### src/rtl/int_ctxt_stack_nested_pkg.sv
// -----------------------------------------------------------------------------
// int_ctxt_pkg
// Shared definitions for the nested interrupt context stack:
//   - FSM state encoding (legacy-compatible localparam constants)
//   - packed context width and field offsets for packing/unpacking
// Packed context layout, MSB to LSB:
//   { ret_addr, ctxt_addr, tmp_bit_cnt, tmp_pass, tmp_mask, tmp_C_F }
// -----------------------------------------------------------------------------
package int_ctxt_pkg;

   localparam logic [1:0] ST_IDLE = 2'd0;
   localparam logic [1:0] ST_PUSH = 2'd1;
   localparam logic [1:0] ST_POP  = 2'd2;
   localparam logic [1:0] ST_RESP = 2'd3;

   localparam int PASS_W = 3;

   // CTXT_W = 2*ADDR_WIDTH_MEM + 2*DATA_WIDTH + 3 + DATA_DEPTH
   function automatic int ctxt_w(input int aw, input int dw, input int dd);
      return 2*aw + 2*dw + PASS_W + dd;
   endfunction

   function automatic int off_cf(input int aw, input int dw, input int dd);
      return 0;
   endfunction

   function automatic int off_mask(input int aw, input int dw, input int dd);
      return dd;
   endfunction

   function automatic int off_pass(input int aw, input int dw, input int dd);
      return dd + dw;
   endfunction

   function automatic int off_bit_cnt(input int aw, input int dw, input int dd);
      return dd + dw + PASS_W;
   endfunction

   function automatic int off_ctxt_addr(input int aw, input int dw, input int dd);
      return dd + 2*dw + PASS_W;
   endfunction

   function automatic int off_ret_addr(input int aw, input int dw, input int dd);
      return aw + dd + 2*dw + PASS_W;
   endfunction

endpackage

### src/rtl/int_ctxt_stack_nested_if.sv
// -----------------------------------------------------------------------------
// int_ctxt_stack_nested_if
// Bus between AP_ctrl (master) and the context stack (slave).
//   master drives : int_set, ret_valid, ret_addr, ctxt_addr, tmp_bit_cnt,
//                   tmp_pass, tmp_mask, tmp_C_F, err_clr
//   slave drives  : ctxt_rdy, push_done, *_ret, stack_cnt, full, empty,
//                   ovf_err, udf_err, state_dbg
// Handshake: int_set / ret_valid are level requests whose rising edge means
// one operation. The master holds the push fields stable from the int_set
// rise until push_done pulses; push_done and ctxt_rdy are single-cycle
// completion pulses and *_ret are valid from the ctxt_rdy cycle onward.
// -----------------------------------------------------------------------------
interface int_ctxt_stack_nested_if #(
   parameter int DATA_WIDTH     = 16,
   parameter int DATA_DEPTH     = 128,
   parameter int ADDR_WIDTH_MEM = 16,
   parameter int STACK_DEPTH    = 8,
   parameter int CNT_WIDTH      = $clog2(STACK_DEPTH+1)
);
   logic                      int_set;
   logic                      ret_valid;
   logic [ADDR_WIDTH_MEM-1:0] ret_addr;
   logic [ADDR_WIDTH_MEM-1:0] ctxt_addr;
   logic [DATA_WIDTH-1:0]     tmp_bit_cnt;
   logic [2:0]                tmp_pass;
   logic [DATA_WIDTH-1:0]     tmp_mask;
   logic [DATA_DEPTH-1:0]     tmp_C_F;
   logic                      err_clr;

   logic                      ctxt_rdy;
   logic                      push_done;
   logic [ADDR_WIDTH_MEM-1:0] ret_addr_ret;
   logic [ADDR_WIDTH_MEM-1:0] ctxt_addr_ret;
   logic [DATA_WIDTH-1:0]     tmp_bit_cnt_ret;
   logic [DATA_WIDTH-1:0]     tmp_mask_ret;
   logic [2:0]                tmp_pass_ret;
   logic [DATA_DEPTH-1:0]     tmp_C_F_ret;
   logic [CNT_WIDTH-1:0]      stack_cnt;
   logic                      full;
   logic                      empty;
   logic                      ovf_err;
   logic                      udf_err;
   logic [1:0]                state_dbg;

   modport master (
      output int_set, ret_valid, ret_addr, ctxt_addr, tmp_bit_cnt,
             tmp_pass, tmp_mask, tmp_C_F, err_clr,
      input  ctxt_rdy, push_done, ret_addr_ret, ctxt_addr_ret,
             tmp_bit_cnt_ret, tmp_mask_ret, tmp_pass_ret, tmp_C_F_ret,
             stack_cnt, full, empty, ovf_err, udf_err, state_dbg
   );

   modport slave (
      input  int_set, ret_valid, ret_addr, ctxt_addr, tmp_bit_cnt,
             tmp_pass, tmp_mask, tmp_C_F, err_clr,
      output ctxt_rdy, push_done, ret_addr_ret, ctxt_addr_ret,
             tmp_bit_cnt_ret, tmp_mask_ret, tmp_pass_ret, tmp_C_F_ret,
             stack_cnt, full, empty, ovf_err, udf_err, state_dbg
   );
endinterface

### src/rtl/int_ctxt_stack_nested_mem.sv
// -----------------------------------------------------------------------------
// ctxt_stack_mem
// DEPTH x WIDTH register array holding the packed contexts.
//   clk, rst        : clock; rst clears only the read-data register
//   wr_en/addr/data : synchronous write port
//   rd_en/addr      : synchronous read port
//   rd_data         : registered read data, holds until the next rd_en
// Array contents are deliberately not reset.
// -----------------------------------------------------------------------------
module ctxt_stack_mem #(
   parameter int DEPTH = 8,
   parameter int WIDTH = 8,
   parameter int IDX_W = 3
) (
   input  logic             clk,
   input  logic             rst,
   input  logic             wr_en,
   input  logic [IDX_W-1:0] wr_addr,
   input  logic [WIDTH-1:0] wr_data,
   input  logic             rd_en,
   input  logic [IDX_W-1:0] rd_addr,
   output logic [WIDTH-1:0] rd_data
);
   logic [WIDTH-1:0] mem [DEPTH];

   always_ff @(posedge clk) begin
      if (wr_en) begin
         mem[wr_addr] <= wr_data;
      end
   end

   always_ff @(posedge clk) begin
      if (rst) begin
         rd_data <= '0;
      end else if (rd_en) begin
         rd_data <= mem[rd_addr];
      end
   end
endmodule

### src/rtl/int_ctxt_stack_nested.sv
// -----------------------------------------------------------------------------
// int_ctxt_stack_nested
// LIFO context stack for nested interrupts in the AP controller.
//   clk : system clock
//   rst : synchronous active-high reset
//   bus : int_ctxt_stack_nested_if.slave
//         requests  int_set (push), ret_valid (pop), err_clr
//         push data ret_addr, ctxt_addr, tmp_bit_cnt, tmp_pass, tmp_mask, tmp_C_F
//         results   ctxt_rdy, push_done, *_ret, stack_cnt, full, empty,
//                   ovf_err, udf_err, state_dbg
// Rising edges of int_set/ret_valid are latched into pend flags so requests
// arriving while busy are not lost. Push wins when both are ready in IDLE.
// -----------------------------------------------------------------------------
module int_ctxt_stack_nested
   import int_ctxt_pkg::*;
#(
   parameter int DATA_WIDTH     = 16,
   parameter int DATA_DEPTH     = 128,
   parameter int ADDR_WIDTH_MEM = 16,
   parameter int STACK_DEPTH    = 8,
   parameter int CNT_WIDTH      = $clog2(STACK_DEPTH+1)
) (
   input  logic                  clk,
   input  logic                  rst,
   int_ctxt_stack_nested_if.slave bus
);
   localparam int CTXT_W   = ctxt_w(ADDR_WIDTH_MEM, DATA_WIDTH, DATA_DEPTH);
   localparam int IDX_W    = (STACK_DEPTH > 1) ? $clog2(STACK_DEPTH) : 1;
   localparam int O_CF     = off_cf(ADDR_WIDTH_MEM, DATA_WIDTH, DATA_DEPTH);
   localparam int O_MASK   = off_mask(ADDR_WIDTH_MEM, DATA_WIDTH, DATA_DEPTH);
   localparam int O_PASS   = off_pass(ADDR_WIDTH_MEM, DATA_WIDTH, DATA_DEPTH);
   localparam int O_BITCNT = off_bit_cnt(ADDR_WIDTH_MEM, DATA_WIDTH, DATA_DEPTH);
   localparam int O_CTXT   = off_ctxt_addr(ADDR_WIDTH_MEM, DATA_WIDTH, DATA_DEPTH);
   localparam int O_RET    = off_ret_addr(ADDR_WIDTH_MEM, DATA_WIDTH, DATA_DEPTH);

   logic [1:0]           state, state_nxt;
   logic                 int_q, ret_q;
   logic                 push_pend, pop_pend;
   logic [CNT_WIDTH-1:0] stack_cnt;
   logic                 push_done_q;
   logic                 ovf_q, udf_q;

   logic                 push_edge, pop_edge;
   logic                 launch_push, launch_pop;
   logic                 full, empty;
   logic                 do_write, do_read;
   logic                 ovf_ev, udf_ev;
   logic [CTXT_W-1:0]    wr_data, rd_data;
   logic [IDX_W-1:0]     wr_addr, rd_addr;

   assign push_edge = bus.int_set & ~int_q;
   assign pop_edge  = bus.ret_valid & ~ret_q;

   assign full  = (stack_cnt == CNT_WIDTH'(STACK_DEPTH));
   assign empty = (stack_cnt == '0);

   assign launch_push = (state == ST_IDLE) && (push_pend || push_edge);
   assign launch_pop  = (state == ST_IDLE) && !launch_push && (pop_pend || pop_edge);

   // Memory strobes are gated by rst so a reset in the PUSH/POP cycle leaves
   // neither a partial write nor a changed read register behind.
   assign do_write = (state == ST_PUSH) && !full  && !rst;
   assign do_read  = (state == ST_POP)  && !empty && !rst;
   assign ovf_ev   = (state == ST_PUSH) && full;
   assign udf_ev   = (state == ST_POP)  && empty;

   assign wr_addr = IDX_W'(stack_cnt);
   assign rd_addr = IDX_W'(stack_cnt - CNT_WIDTH'(1));
   assign wr_data = {bus.ret_addr, bus.ctxt_addr, bus.tmp_bit_cnt,
                     bus.tmp_pass, bus.tmp_mask, bus.tmp_C_F};

   always_comb begin
      state_nxt = state;
      case (state)
         ST_IDLE: begin
            if (launch_push)     state_nxt = ST_PUSH;
            else if (launch_pop) state_nxt = ST_POP;
         end
         ST_PUSH: state_nxt = ST_IDLE;
         ST_POP:  state_nxt = empty ? ST_IDLE : ST_RESP;
         ST_RESP: state_nxt = ST_IDLE;
         default: state_nxt = ST_IDLE;
      endcase
   end

   always_ff @(posedge clk) begin
      if (rst) begin
         state       <= ST_IDLE;
         // Edge registers load the current level so a request held high
         // across reset is not mistaken for a fresh rising edge.
         int_q       <= bus.int_set;
         ret_q       <= bus.ret_valid;
         push_pend   <= 1'b0;
         pop_pend    <= 1'b0;
         stack_cnt   <= '0;
         push_done_q <= 1'b0;
         ovf_q       <= 1'b0;
         udf_q       <= 1'b0;
      end else begin
         state       <= state_nxt;
         int_q       <= bus.int_set;
         ret_q       <= bus.ret_valid;
         push_pend   <= launch_push ? 1'b0 : (push_pend | push_edge);
         pop_pend    <= launch_pop  ? 1'b0 : (pop_pend  | pop_edge);
         if (do_write)     stack_cnt <= stack_cnt + CNT_WIDTH'(1);
         else if (do_read) stack_cnt <= stack_cnt - CNT_WIDTH'(1);
         push_done_q <= (state == ST_PUSH);
         // An error event outranks a simultaneous clear.
         if (ovf_ev)           ovf_q <= 1'b1;
         else if (bus.err_clr) ovf_q <= 1'b0;
         if (udf_ev)           udf_q <= 1'b1;
         else if (bus.err_clr) udf_q <= 1'b0;
      end
   end

   ctxt_stack_mem #(
      .DEPTH (STACK_DEPTH),
      .WIDTH (CTXT_W),
      .IDX_W (IDX_W)
   ) u_mem (
      .clk     (clk),
      .rst     (rst),
      .wr_en   (do_write),
      .wr_addr (wr_addr),
      .wr_data (wr_data),
      .rd_en   (do_read),
      .rd_addr (rd_addr),
      .rd_data (rd_data)
   );

   assign bus.ctxt_rdy        = (state == ST_RESP);
   assign bus.push_done       = push_done_q;
   assign bus.ret_addr_ret    = rd_data[O_RET    +: ADDR_WIDTH_MEM];
   assign bus.ctxt_addr_ret   = rd_data[O_CTXT   +: ADDR_WIDTH_MEM];
   assign bus.tmp_bit_cnt_ret = rd_data[O_BITCNT +: DATA_WIDTH];
   assign bus.tmp_pass_ret    = rd_data[O_PASS   +: PASS_W];
   assign bus.tmp_mask_ret    = rd_data[O_MASK   +: DATA_WIDTH];
   assign bus.tmp_C_F_ret     = rd_data[O_CF     +: DATA_DEPTH];
   assign bus.stack_cnt       = stack_cnt;
   assign bus.full            = full;
   assign bus.empty           = empty;
   assign bus.ovf_err         = ovf_q;
   assign bus.udf_err         = udf_q;
   assign bus.state_dbg       = state;
endmodule
### src/flat_wrapper.sv
// flat-port wrapper written by rule: the top's interface ports become plain ports
module int_ctxt_stack_nested_flat import int_ctxt_pkg::*;
#(
   parameter int DATA_WIDTH     = 16,
   parameter int DATA_DEPTH     = 128,
   parameter int ADDR_WIDTH_MEM = 16,
   parameter int STACK_DEPTH    = 8,
   parameter int CNT_WIDTH      = $clog2(STACK_DEPTH+1)
)
  (clk, rst, bus_int_set, bus_ret_valid, bus_ret_addr, bus_ctxt_addr, bus_tmp_bit_cnt, bus_tmp_pass, bus_tmp_mask, bus_tmp_C_F, bus_err_clr, bus_ctxt_rdy, bus_push_done, bus_ret_addr_ret, bus_ctxt_addr_ret, bus_tmp_bit_cnt_ret, bus_tmp_mask_ret, bus_tmp_pass_ret, bus_tmp_C_F_ret, bus_stack_cnt, bus_full, bus_empty, bus_ovf_err, bus_udf_err, bus_state_dbg);
  int_ctxt_stack_nested_if #(.DATA_WIDTH(DATA_WIDTH), .DATA_DEPTH(DATA_DEPTH), .ADDR_WIDTH_MEM(ADDR_WIDTH_MEM), .STACK_DEPTH(STACK_DEPTH), .CNT_WIDTH(CNT_WIDTH)) bus_i ();
  input  logic clk;
  input  logic rst;
  input wire logic [$bits(bus_i.int_set)-1:0] bus_int_set;
  input wire logic [$bits(bus_i.ret_valid)-1:0] bus_ret_valid;
  input wire logic [$bits(bus_i.ret_addr)-1:0] bus_ret_addr;
  input wire logic [$bits(bus_i.ctxt_addr)-1:0] bus_ctxt_addr;
  input wire logic [$bits(bus_i.tmp_bit_cnt)-1:0] bus_tmp_bit_cnt;
  input wire logic [$bits(bus_i.tmp_pass)-1:0] bus_tmp_pass;
  input wire logic [$bits(bus_i.tmp_mask)-1:0] bus_tmp_mask;
  input wire logic [$bits(bus_i.tmp_C_F)-1:0] bus_tmp_C_F;
  input wire logic [$bits(bus_i.err_clr)-1:0] bus_err_clr;
  output wire logic [$bits(bus_i.ctxt_rdy)-1:0] bus_ctxt_rdy;
  output wire logic [$bits(bus_i.push_done)-1:0] bus_push_done;
  output wire logic [$bits(bus_i.ret_addr_ret)-1:0] bus_ret_addr_ret;
  output wire logic [$bits(bus_i.ctxt_addr_ret)-1:0] bus_ctxt_addr_ret;
  output wire logic [$bits(bus_i.tmp_bit_cnt_ret)-1:0] bus_tmp_bit_cnt_ret;
  output wire logic [$bits(bus_i.tmp_mask_ret)-1:0] bus_tmp_mask_ret;
  output wire logic [$bits(bus_i.tmp_pass_ret)-1:0] bus_tmp_pass_ret;
  output wire logic [$bits(bus_i.tmp_C_F_ret)-1:0] bus_tmp_C_F_ret;
  output wire logic [$bits(bus_i.stack_cnt)-1:0] bus_stack_cnt;
  output wire logic [$bits(bus_i.full)-1:0] bus_full;
  output wire logic [$bits(bus_i.empty)-1:0] bus_empty;
  output wire logic [$bits(bus_i.ovf_err)-1:0] bus_ovf_err;
  output wire logic [$bits(bus_i.udf_err)-1:0] bus_udf_err;
  output wire logic [$bits(bus_i.state_dbg)-1:0] bus_state_dbg;
  assign bus_i.int_set = bus_int_set;
  assign bus_i.ret_valid = bus_ret_valid;
  assign bus_i.ret_addr = bus_ret_addr;
  assign bus_i.ctxt_addr = bus_ctxt_addr;
  assign bus_i.tmp_bit_cnt = bus_tmp_bit_cnt;
  assign bus_i.tmp_pass = bus_tmp_pass;
  assign bus_i.tmp_mask = bus_tmp_mask;
  assign bus_i.tmp_C_F = bus_tmp_C_F;
  assign bus_i.err_clr = bus_err_clr;
  assign bus_ctxt_rdy = bus_i.ctxt_rdy;
  assign bus_push_done = bus_i.push_done;
  assign bus_ret_addr_ret = bus_i.ret_addr_ret;
  assign bus_ctxt_addr_ret = bus_i.ctxt_addr_ret;
  assign bus_tmp_bit_cnt_ret = bus_i.tmp_bit_cnt_ret;
  assign bus_tmp_mask_ret = bus_i.tmp_mask_ret;
  assign bus_tmp_pass_ret = bus_i.tmp_pass_ret;
  assign bus_tmp_C_F_ret = bus_i.tmp_C_F_ret;
  assign bus_stack_cnt = bus_i.stack_cnt;
  assign bus_full = bus_i.full;
  assign bus_empty = bus_i.empty;
  assign bus_ovf_err = bus_i.ovf_err;
  assign bus_udf_err = bus_i.udf_err;
  assign bus_state_dbg = bus_i.state_dbg;
  int_ctxt_stack_nested #(.DATA_WIDTH(DATA_WIDTH), .DATA_DEPTH(DATA_DEPTH), .ADDR_WIDTH_MEM(ADDR_WIDTH_MEM), .STACK_DEPTH(STACK_DEPTH), .CNT_WIDTH(CNT_WIDTH)) u_core (.clk(clk), .rst(rst), .bus(bus_i));
endmodule
### config.mk
export PLATFORM = sky130hd
export DESIGN_NAME = int_ctxt_stack_nested_flat
export DESIGN_NICKNAME = d
export VERILOG_FILES = /design/src/rtl/int_ctxt_stack_nested_pkg.sv /design/src/rtl/int_ctxt_stack_nested_if.sv /design/src/rtl/int_ctxt_stack_nested_mem.sv /design/src/rtl/int_ctxt_stack_nested.sv /design/src/flat_wrapper.sv
export SDC_FILE = /design/constraint.sdc
export NUM_CORES = 2
export LEC_CHECK = 0
export CORE_MARGIN = 5
export CORE_UTILIZATION = 30
export CTS_BUF_LIST = sky130_fd_sc_hd__clkbuf_8 sky130_fd_sc_hd__clkbuf_16
export DETAILED_ROUTE_END_ITERATION = 8
export MAX_ROUTING_LAYER = met4
export PLACE_DENSITY_LB_ADDON = 0.25
export SYNTH_ARGS = -nofsm -noshare
export SYNTH_HDL_FRONTEND = slang
export SYNTH_SLANG_ARGS = --single-unit
### constraint.sdc
create_clock -name clk -period 17.9 [get_ports clk]
set_input_delay 3.58 -clock clk [delete_from_list [all_inputs] [get_ports clk]]
set_output_delay 3.58 -clock clk [all_outputs]
set_load 0.01 [all_outputs]
==> results.json <==
{
  "status": "completed",
  "hold_viol": 0,
  "drive_gt1_share_pct": 21.2,
  "r2r_setup_slack_ns": 13.10,
  "grt_max_degree": 123,
  "portBuffers": 406,
  "period_share_pct": 38.5,
  "path_clk_slew_ns": 0.06,
  "power_mw": 8.63,
  "viasPerCell": 4.72,
  "layout_common_cells": "1560 x edfxtp_1, 406 x clkdlybuf4s50_1, 390 x mux4_2",
  "synth_area_per_cell_um2": 23.1,
  "setup_viol": 0,
  "dpl-instance-area_um2": 71600,
  "final_common_cell": "edfxtp_1",
  "synthFlopType": "edfxtp_1",
  "cts_buffer_depth": 3,
  "fin_nets": 3458,
  "hp-class": "reg2reg",
  "timing.slew.headroom_pct": 33.2,
  "drv_slew": 0,
  "synth_cell_types": 38,
  "ys.warnings.count": 0,
  "cp.required_ns": 18.32,
  "syn-num-nets": 2972,
  "gp_congestion": 0.704,
  "postCtsSetupRepairBufs": 0,
  "startpoint_type": "input port",
  "fin_area_um2": 77700,
  "detailed_place_hpwl_mm": 82.1,
  "drc": 0,
  "synth_seq_cells": 1768,
  "num_rows": 169,
  "max_cap_viol_count": 0,
  "ys_seq_area_share_pct": 79.5,
  "min_path_cells": 2,
  "cp_max_fo": 49,
  "antenna_left": 0,
  "p_leak_nw": 23.8,
  "r2r.worst_path.cells": 7,
  "grt_pass1_wl_mm": 227,
  "syn-instance-count": 2770,
  "tightest_slew_ns": 1.00,
  "synth-edff-count": 1560,
  "tns_ns": 0,
  "multi_input_area_um2": 12400,
  "start_util_pct": 30.2,
  "dieHeight_um": 472,
  "synthArstFlopShare_pct": 0,
  "r2r-start": "u_core.bus.stack_cnt[0]$_SDFFE_PP0P_",
  "hold_end": "u_core.bus.udf_err$_SDFFE_PP0P_",
  "rsz0062_at_grt": "no",
  "grt_pass1_vias": 31600,
  "rr_endpoint": "u_core.u_mem.rd_data[143]$_SDFFE_PP0P_",
  "final-seq-area_um2": 51000,
  "io-pin-count": 407,
  "worstSetupPathType": "in2reg",
  "min_from": "u_core.bus.udf_err$_SDFFE_PP0P_",
  "syn2layout_area_growth_pct": 21.2,
  "cts_root_buffer": "clkbuf_16",
  "cts_resized": 0,
  "fin_skew_ns": 0.0345,
  "peakVddDrop_mv": 0.0941,
  "die-area_um2": 223000,
  "cts_made_buffers": 186,
  "finalCriticalPeriod_ns": 6.89,
  "routed_wirelength_mm": 155,
  "antenna_found_initial": 39,
  "critPathArrivalTime_ns": 7.31,
  "htreeDepth": 4,
  "core-area_um2": 212000,
  "die_x_um": 472,
  "cp-end-kind": "flip-flop",
  "fill_cells": 19500,
  "grt_use_total_pct": 14.2,
  "syn-cell-area_um2": 64100,
  "cts_tree": "done",
  "p_per_area_nw_per_um2": 111,
  "grt_overflow": 0,
  "drtIter0Drc": 2136,
  "hold_buffers": 0,
  "vias": 29500,
  "clock_sinks": 1768,
  "max_freq_mhz": 145,
  "drtPass1Iterations": 5,
  "hold_ws_ns": 0.480,
  "clk_latency_ns": 0.82,
  "final_util_pct": 36.6,
  "wire_per_inst_um": 24.7
}
## sequential cells by signal (all words and copies together), names as in the netlist
name / count
u_core.bus.push_done: 1
u_core.bus.ovf_err: 1
u_core.bus.state_dbg: 2
u_core.ret_q: 1
u_core.pop_pend: 1
u_core.bus.udf_err: 1
u_core.int_q: 1
u_core.u_mem.rd_data: 195
u_core.bus.stack_cnt: 4
u_core.push_pend: 1
u_core.u_mem.mem: 1560
## critical path, stage by stage
cell,delay (ns)
clkdlybuf4s50_1,0.76
or4bb_1,0.82
nor2_4,0.53
buf_4,0.68
buf_4,0.83
## final cells by class
type                    count  share of cell area, %
flip-flops and latches   1768                   65.6
multi-input cells         840                   16.0
repair buffers            454                   5.87
diodes                     24                 0.0773
inverters                   6                 0.0290
clock inverters           136                   1.34
well taps                2821                   4.54
clock buffers             214                   6.53
## synthesized netlist by cell type (all sizes together) (4+ instances only)
| library cell | n | share of area (%) |
|---|---|---|
| a21oi | 6 | 0.047 |
| a221o | 195 | 3.0 |
| buf | 118 | 0.94 |
| clkbuf | 38 | 0.22 |
| dfxtp | 208 | 6.5 |
| edfxtp | 1560 | 73 |
| inv | 6 | 0.035 |
| mux4 | 390 | 14 |
| nand2 | 4 | 0.023 |
| nor2 | 13 | 0.080 |
| nor2b | 198 | 1.9 |
| nor3 | 9 | 0.070 |
## logic make-up after synthesis
logic type	synth area share, %
simple gates	2.28
buf+inv	1.20
fa+ha+maj	0.0390
compound gates	3.22
mux	13.7
flops	79.5
## metal layers
metal  GRT usage (%)  up-vias  wire length (um)
li1                -    12800                 -
met1            17.3    15800             64700
met2            23.8      685             78700
met3            3.65      236              8650
met4            3.00        0              2860
met5               -        -                 0
## worst max-delay path by stage
stage	to	slack, ns	from
floorplan	u_core.bus.stack_cnt[3]$_SDFFE_PP0P_	4.52	rst
global placement	u_core.u_mem.mem[7][134]$_DFFE_PP_	10.07	rst
detailed placement	u_core.u_mem.mem[7][114]$_DFFE_PP_	10.09	rst
CTS	u_core.u_mem.mem[7][56]$_DFFE_PP_	10.96	rst
global route	u_core.u_mem.mem[7][56]$_DFFE_PP_	10.85	rst
finish	u_core.u_mem.mem[7][135]$_DFFE_PP_	11.01	rst
## where the power goes
| part | leakage [nW] | switching, mW | internal (mW) |
|---|---|---|---|
| sequential | 15.7 | 0.0107 | 4.50 |
| combinational | 4.92 | 0.170 | 0.159 |
| clock | 3.22 | 1.60 | 2.19 |
## per-stage QoR
step	worst slack [ns]	std cells
after floorplan	4.52	2770
after global placement	10.07	5889
after detailed placement	10.09	5889
after CTS	10.96	6239
after global routing	10.85	6263
final	11.01	6263
Note: power is estimated with default switching activity, not from simulation.
